$ cat config.mk
export PLATFORM = sky130hd
export DESIGN_NAME = memory_block
export DESIGN_NICKNAME = d
export VERILOG_FILES = /design/src/rtl/cpu_pkg.sv /design/src/rtl/ram_16x8.sv /design/src/rtl/memory_block.sv
export SDC_FILE = /design/constraint.sdc
export NUM_CORES = 1
export LEC_CHECK = 0
export CORE_AREA = 2 2 114 116
export DETAILED_ROUTE_END_ITERATION = 6
export DIE_AREA = 0 0 116 118
export PLACE_DENSITY = 0.7
export SLEW_MARGIN = 5
export SYNTH_ARGS = -nofsm -noshare
export SYNTH_HDL_FRONTEND = slang
export SYNTH_SLANG_ARGS = --single-unit
$ cat constraint.sdc
create_clock -name clk -period 1.9 [get_ports clk]
set_input_delay 0.285 -clock clk [delete_from_list [all_inputs] [get_ports clk]]
set_output_delay 0.285 -clock clk [all_outputs]
set_load 0.01 [all_outputs]
$ cat src/rtl/cpu_pkg.sv
// cpu_pkg: widths, memory-stage FSM encoding and control-word bit positions
// shared by the control block and the memory stage of the 8-bit CPU.
package cpu_pkg;

    localparam int ADDR_W = 4;
    localparam int DATA_W = 8;

    typedef enum logic [1:0] {
        RUN         = 2'd0,
        PROG_ACCEPT = 2'd1,
        PROG_DONE   = 2'd2,
        CLEAR       = 2'd3
    } mem_state_t;

    // Active-low memory controls inside the control word.
    localparam int SIG_MAR_ADDR_LOAD_N = 11;
    localparam int SIG_MAR_MEM_LOAD_N  = 10;
    localparam int SIG_RAM_EN_N        = 9;
    localparam int SIG_RAM_LOAD_N      = 8;

endpackage

$ cat src/rtl/ram_16x8.sv
// ram_16x8: register-file RAM with one synchronous write port and one
// asynchronous (zero-latency) read port. Contents are never reset.
module ram_16x8 #(
    parameter int ADDR_W = 4,
    parameter int DATA_W = 8
) (
    input  logic              clk,
    input  logic              we,
    input  logic [ADDR_W-1:0] waddr,
    input  logic [DATA_W-1:0] wdata,
    input  logic [ADDR_W-1:0] raddr,
    output logic [DATA_W-1:0] rdata
);

    logic [DATA_W-1:0] mem [2**ADDR_W];

    // Write port: one location per clock when enabled.
    always_ff @(posedge clk) begin
        if (we) begin
            mem[waddr] <= wdata;
        end
    end

    assign rdata = mem[raddr];

endmodule

$ cat src/rtl/memory_block.sv
// memory_block: CPU memory stage (MAR, MDR, 16x8 RAM) with a byte-stream
// programming port used to load the program image before the CPU runs.
// Build macro MEMORY_BLOCK_CLEAR_EN: after reset release the RAM is
// zero-filled (CLEAR state, one location per cycle) before the CPU may use it.
module memory_block #(
    parameter int ADDR_W = cpu_pkg::ADDR_W,
    parameter int DATA_W = cpu_pkg::DATA_W
) (
    input  logic              clk,
    input  logic              rst_n,
    input  logic              mar_addr_load_n,
    input  logic              mar_mem_load_n,
    input  logic              ram_en_n,
    input  logic              ram_load_n,
    input  logic [DATA_W-1:0] bus_in,
    output logic [DATA_W-1:0] bus_out,
    output logic              bus_oe,
    input  logic              prog_mode,
    input  logic              prog_valid,
    input  logic [DATA_W-1:0] prog_data,
    output logic              prog_ready,
    output logic              prog_done,
    output logic              busy
);

    import cpu_pkg::*;

    mem_state_t        state;
    mem_state_t        state_nxt;
    logic [ADDR_W-1:0] mar;
    logic [DATA_W-1:0] mdr;
    logic [ADDR_W-1:0] prog_ptr;
    logic [ADDR_W-1:0] prog_ptr_nxt;
    logic              cpu_act;
    logic              we;
    logic [ADDR_W-1:0] waddr;
    logic [DATA_W-1:0] wdata;
    logic [DATA_W-1:0] rdata;

`ifdef MEMORY_BLOCK_CLEAR_EN
    // clr_pending marks the first cycle after reset release, before CLEAR starts;
    // the CPU and the programming port are locked out during it.
    logic              clr_pending;
    logic [ADDR_W-1:0] clr_ptr;

    assign cpu_act = (state == RUN) && !clr_pending;
`else
    assign cpu_act = (state == RUN);
`endif

    // Next-state logic and write-port arbitration between CPU, loader and clear.
    always_comb begin
        state_nxt    = state;
        prog_ptr_nxt = prog_ptr;
        we           = 1'b0;
        waddr        = mar;
        wdata        = mdr;
        case (state)
            RUN: begin
                we = cpu_act && !ram_load_n;
                if (cpu_act && prog_mode) begin
                    state_nxt    = PROG_ACCEPT;
                    prog_ptr_nxt = '0;
                end
`ifdef MEMORY_BLOCK_CLEAR_EN
                if (clr_pending) begin
                    state_nxt = CLEAR;
                end
`endif
            end
            PROG_ACCEPT: begin
                waddr = prog_ptr;
                wdata = prog_data;
                if (prog_valid) begin
                    we           = 1'b1;
                    prog_ptr_nxt = prog_ptr + ADDR_W'(1);
                    if (&prog_ptr) begin
                        state_nxt = PROG_DONE;
                    end
                end
                if (!prog_mode) begin
                    state_nxt    = RUN;
                    prog_ptr_nxt = '0;
                end
            end
            PROG_DONE: begin
                if (!prog_mode) begin
                    state_nxt    = RUN;
                    prog_ptr_nxt = '0;
                end
            end
`ifdef MEMORY_BLOCK_CLEAR_EN
            CLEAR: begin
                we    = 1'b1;
                waddr = clr_ptr;
                wdata = '0;
                if (&clr_ptr) begin
                    state_nxt = RUN;
                end
            end
`endif
            default: begin
                state_nxt    = RUN;
                prog_ptr_nxt = '0;
            end
        endcase
    end

    // FSM state and programming pointer; reset aborts any load in progress.
    always_ff @(posedge clk or negedge rst_n) begin
        if (!rst_n) begin
            state    <= RUN;
            prog_ptr <= '0;
        end else begin
            state    <= state_nxt;
            prog_ptr <= prog_ptr_nxt;
        end
    end

    // MAR and MDR load from the bus only while the CPU owns the block.
    always_ff @(posedge clk or negedge rst_n) begin
        if (!rst_n) begin
            mar <= '0;
            mdr <= '0;
        end else if (cpu_act) begin
            if (!mar_addr_load_n) begin
                mar <= bus_in[ADDR_W-1:0];
            end
            if (!mar_mem_load_n) begin
                mdr <= bus_in;
            end
        end
    end

`ifdef MEMORY_BLOCK_CLEAR_EN
    // Clear sequencing: arm on reset, then walk every address once.
    always_ff @(posedge clk or negedge rst_n) begin
        if (!rst_n) begin
            clr_pending <= 1'b1;
            clr_ptr     <= '0;
        end else begin
            clr_pending <= 1'b0;
            if (state == CLEAR) begin
                clr_ptr <= clr_ptr + ADDR_W'(1);
            end
        end
    end
`endif

    ram_16x8 #(
        .ADDR_W (ADDR_W),
        .DATA_W (DATA_W)
    ) u_ram (
        .clk   (clk),
        .we    (we),
        .waddr (waddr),
        .wdata (wdata),
        .raddr (mar),
        .rdata (rdata)
    );

    assign bus_oe     = cpu_act && !ram_en_n;
    assign bus_out    = bus_oe ? rdata : '0;
    assign prog_ready = (state == PROG_ACCEPT);
    assign prog_done  = (state == PROG_DONE);
    assign busy       = (state != RUN);

endmodule

==> impl_results.md <==
* Status: complete, but fails checks
* Failing checks: setup timing
* Global route hottest layer: met2
* Met1 usage at 0.298
* Share of layout cells above drive strength 1 at 0.446
* Crit-path cells: buf_12 -> buf_6 -> mux4_2 -> mux2i_4 -> o21ai_1 -> buf_2
* Final hold vios at 0
* Post-Layout Inst Area at just over 0.008 mm^2
* Least-Margin Pin Slew at between 500 and 600 ps
* Grt total ovfl at 0
* CP max-delay cell: mux4_2
* Drt drc at 0
* Initial Utilization at 0.490
* Met3 global-route usage at 0.0525
* Core area at 0.0124 mm^2
* Clk buf depth at 2
* Endpoint class of the critical path: primary output
* Most frequent cell after synthesis: edfxtp_1
* Worst Slack Setup Final at -547 ps
* # Max-Cap Violations at 0
* Dpl hpwl at around 8500 um
* Initial antenna violation count at 0
* Synth Area in XOR/XNOR at 0.00432
* Crit-path max FO at 8
* Die X at about 120 um
* Largest net degree at the start of global routing at 21
* Drt first-iter violations at ~340
* Largest stage delay, worst path at ~550 ps
* Antenna Violating Nets Remaining at 0
* Clock root cell: clkbuf_16
* Worst Path Required at between 1500 and 2000 ps
* Pleak at between 2 and 3 nW
* PD cells at between 1000 and 1500 mW/mm^2
* Layout filler cell count at about 840
* Critical Path Source Type: register
* FP Rows at 41
* Kind of critical path: reg2out
* Adder-cell share of the synthesized area at 0.00206
* Setup WS pre-CTS at -511 ps
* Vias in the first global route at 3715
* Final Cycle Share at 1.29
* CP top delay family: multiplexers
* Final wirelength at ~14000 um
* Placed cell areas at around 0.0070 mm^2
* GP Congestion at 0.913
* RSZ-0062 raised after global routing: yes
* Hold buffers post-CTS at 0
* Post-Syn Area at around 0.006 mm^2
* Count of final setup violators at 24
* Peak Freq at between 0.4 and 0.5 GHz
* Cts bufs inserted at 17
* Final min period at approximately 2400 ps
* H-tree depth at 4
* Normalized max-slew margin at 0.630
* Top cells by count, synth: 128 x edfxtp_1, 32 x nand2_1, 22 x nor2_1, 21 x mux4_1, 18 x dfrtp_1
* Yosys top cell area share at 0.632
* Seq/Total Area, Yosys at 0.706
* Routed WL per cell at between 20 and 25 um
* Post-Synth Simple-Gate Area at 0.0637
* Syn nets at approximately 370
* Dominant synthesized flop cell: edfxtp_1
* N_diodes at 0
* Worst-path clk slew at around 60 ps
* Via-per-instance ratio at between 5 and 6
* CTS tree: yes
* IO Pins at 36
* Area Growth Syn to Fin at 34.9%
* Worst EP arrival at roughly 2200 ps
* First-pass GRT wire length at 21000 um
* Largest cells by area after synthesis: edfxtp_1 63%, mux4_1 9.1%, dfrtp_1 7.4%, mux4_2 4.1%, mux2_2 2.2%
* Die ar. at roughly 0.014 mm^2
* Number of synthesized register bits at about 150
* Mux contribution to synthesized area at 0.167
* Syn avg cell area at between 15 and 20 um^2
* Worst Path Buf+Inv at 3
* Via Count at between 3000 and 4000
* Input/output buffers at 35
* Clock sink count at between 100 and 150
* Fin. max-slew vios at 0
* GRT Total Usage at 0.215
* Peak supply drop at between 0.0004 and 0.0005 V
* Gate Count Post-Synth at about 340
* YS warnings at 0
* Netlist cell types at 38
* First-pass detailed-route iteration total at 5
* Largest family of logic cells by synthesized area: multiplexers
* GR Util met2 at 0.322
* Final #Nets at ~480
* Dominant cell type by area after synthesis: edfxtp_1
* Number of flops mapped to enable cells by yosys at around 130
* Tot Pwr at 0.00852 W
* HP Class: in2async
* Compound-cell area share of the yosys netlist at 0.0362
* Async SR Flop Fraction at 0.123
* Worst skew pair latency at around 420 ps
* Die height at ~120 um
* Fin Clk Skew at roughly 6.8 ps
[state kept, by name, indices dropped and copies added (netlist names)]
register and cells:
u_ram.mem 128, mdr 8, mar 4, prog_ptr 4, state 2
[final cells by class]
cell class	count	area [um^2]	area share
multi-input cells	174	1940	0.236
inverters	4	20.0	0.00244
flip-flops and latches	146	4300	0.523
well taps	172	215	0.0262
clock inverters	12	188	0.0229
repair buffers	113	1110	0.136
clock buffers	20	437	0.0532
[path summary, 6_finish.rpt]
path / slack (ps) / to / cells after the start / startpoint
hold reg to reg: 510 / mdr[4]$_DFFE_PN0P_ / 1 / mdr[4]$_DFFE_PN0P_
hold / removal: 200 / mdr[6]$_DFFE_PN0P_ / 2 / rst_n
setup / recovery: -550 / bus_out[4] / 6 / mar[0]$_DFFE_PN0P_
max in group asynchronous: 1460 / mar[0]$_DFFE_PN0P_ / 2 / rst_n
setup reg to reg: -20 / u_ram.mem[10][0]$_DFFE_PP_ / 7 / mar[0]$_DFFE_PN0P_
min in group clk: 480 / mdr[4]$_DFFE_PN0P_ / 2 / bus_in[4]
[cells in the final DEF (no fill, tap or decap), types with 8 or more instances in the layout]
cell	n
nand2_1	30
buf_2	8
buf_4	43
o21ai_1	8
mux4_2	27
clkbuf_16	18
nor2_4	9
dfrtp_1	17
buf_12	8
edfxtp_1	128
clkdlybuf4s50_1	23
a22oi_1	8
buf_6	22
mux2_2	12
[where the power goes]
group / internal, W / leakage (nW) / switching [W]
registers: 0.00365 / 1.38 / 0.0000564
clock network: 0.00231 / 0.300 / 0.00122
logic: 0.000661 / 1.21 / 0.000626
total: 0.00662 / 2.89 / 0.00190
[cell families after synthesis]
group / Yosys count
buf+inv: 22
mux: 52
compound gates: 35
xor+xnor: 3
simple gates: 83
flops: 146
fa+ha+maj: 1
[layer usage]
| layer | routed length [um] | vias up |
|---|---|---|
| li1 | - | 1575 |
| met1 | 6070 | 1822 |
| met2 | 6780 | 149 |
| met3 | 794 | 31 |
| met4 | 474 | 0 |
| met5 | 0 | - |
[per-stage QoR]
step           hold WS, ps   util  setup TNS (ps)  instances
3_3_place_gp           491  0.562          -17980        582
6_report               204  0.661           -4310        641
5_1_grt                210  0.661           -8520        641
2_1_floorplan        -10.6      -           -5480        342
4_1_cts                189  0.637           -4430        637
3_5_place_dp           496  0.562          -20350        582
[repair_timing]
action                                  4_1_cts  5_1_grt
gates resized for setup                     108       66
setup buffers                                24        5
pin swaps                                    14       17
gates cloned                                  0        1
endpoints found under the setup margin      140      185
hold endpoints to repair                      0        0
No activity file was read; power rests on OpenSTA's default activity.
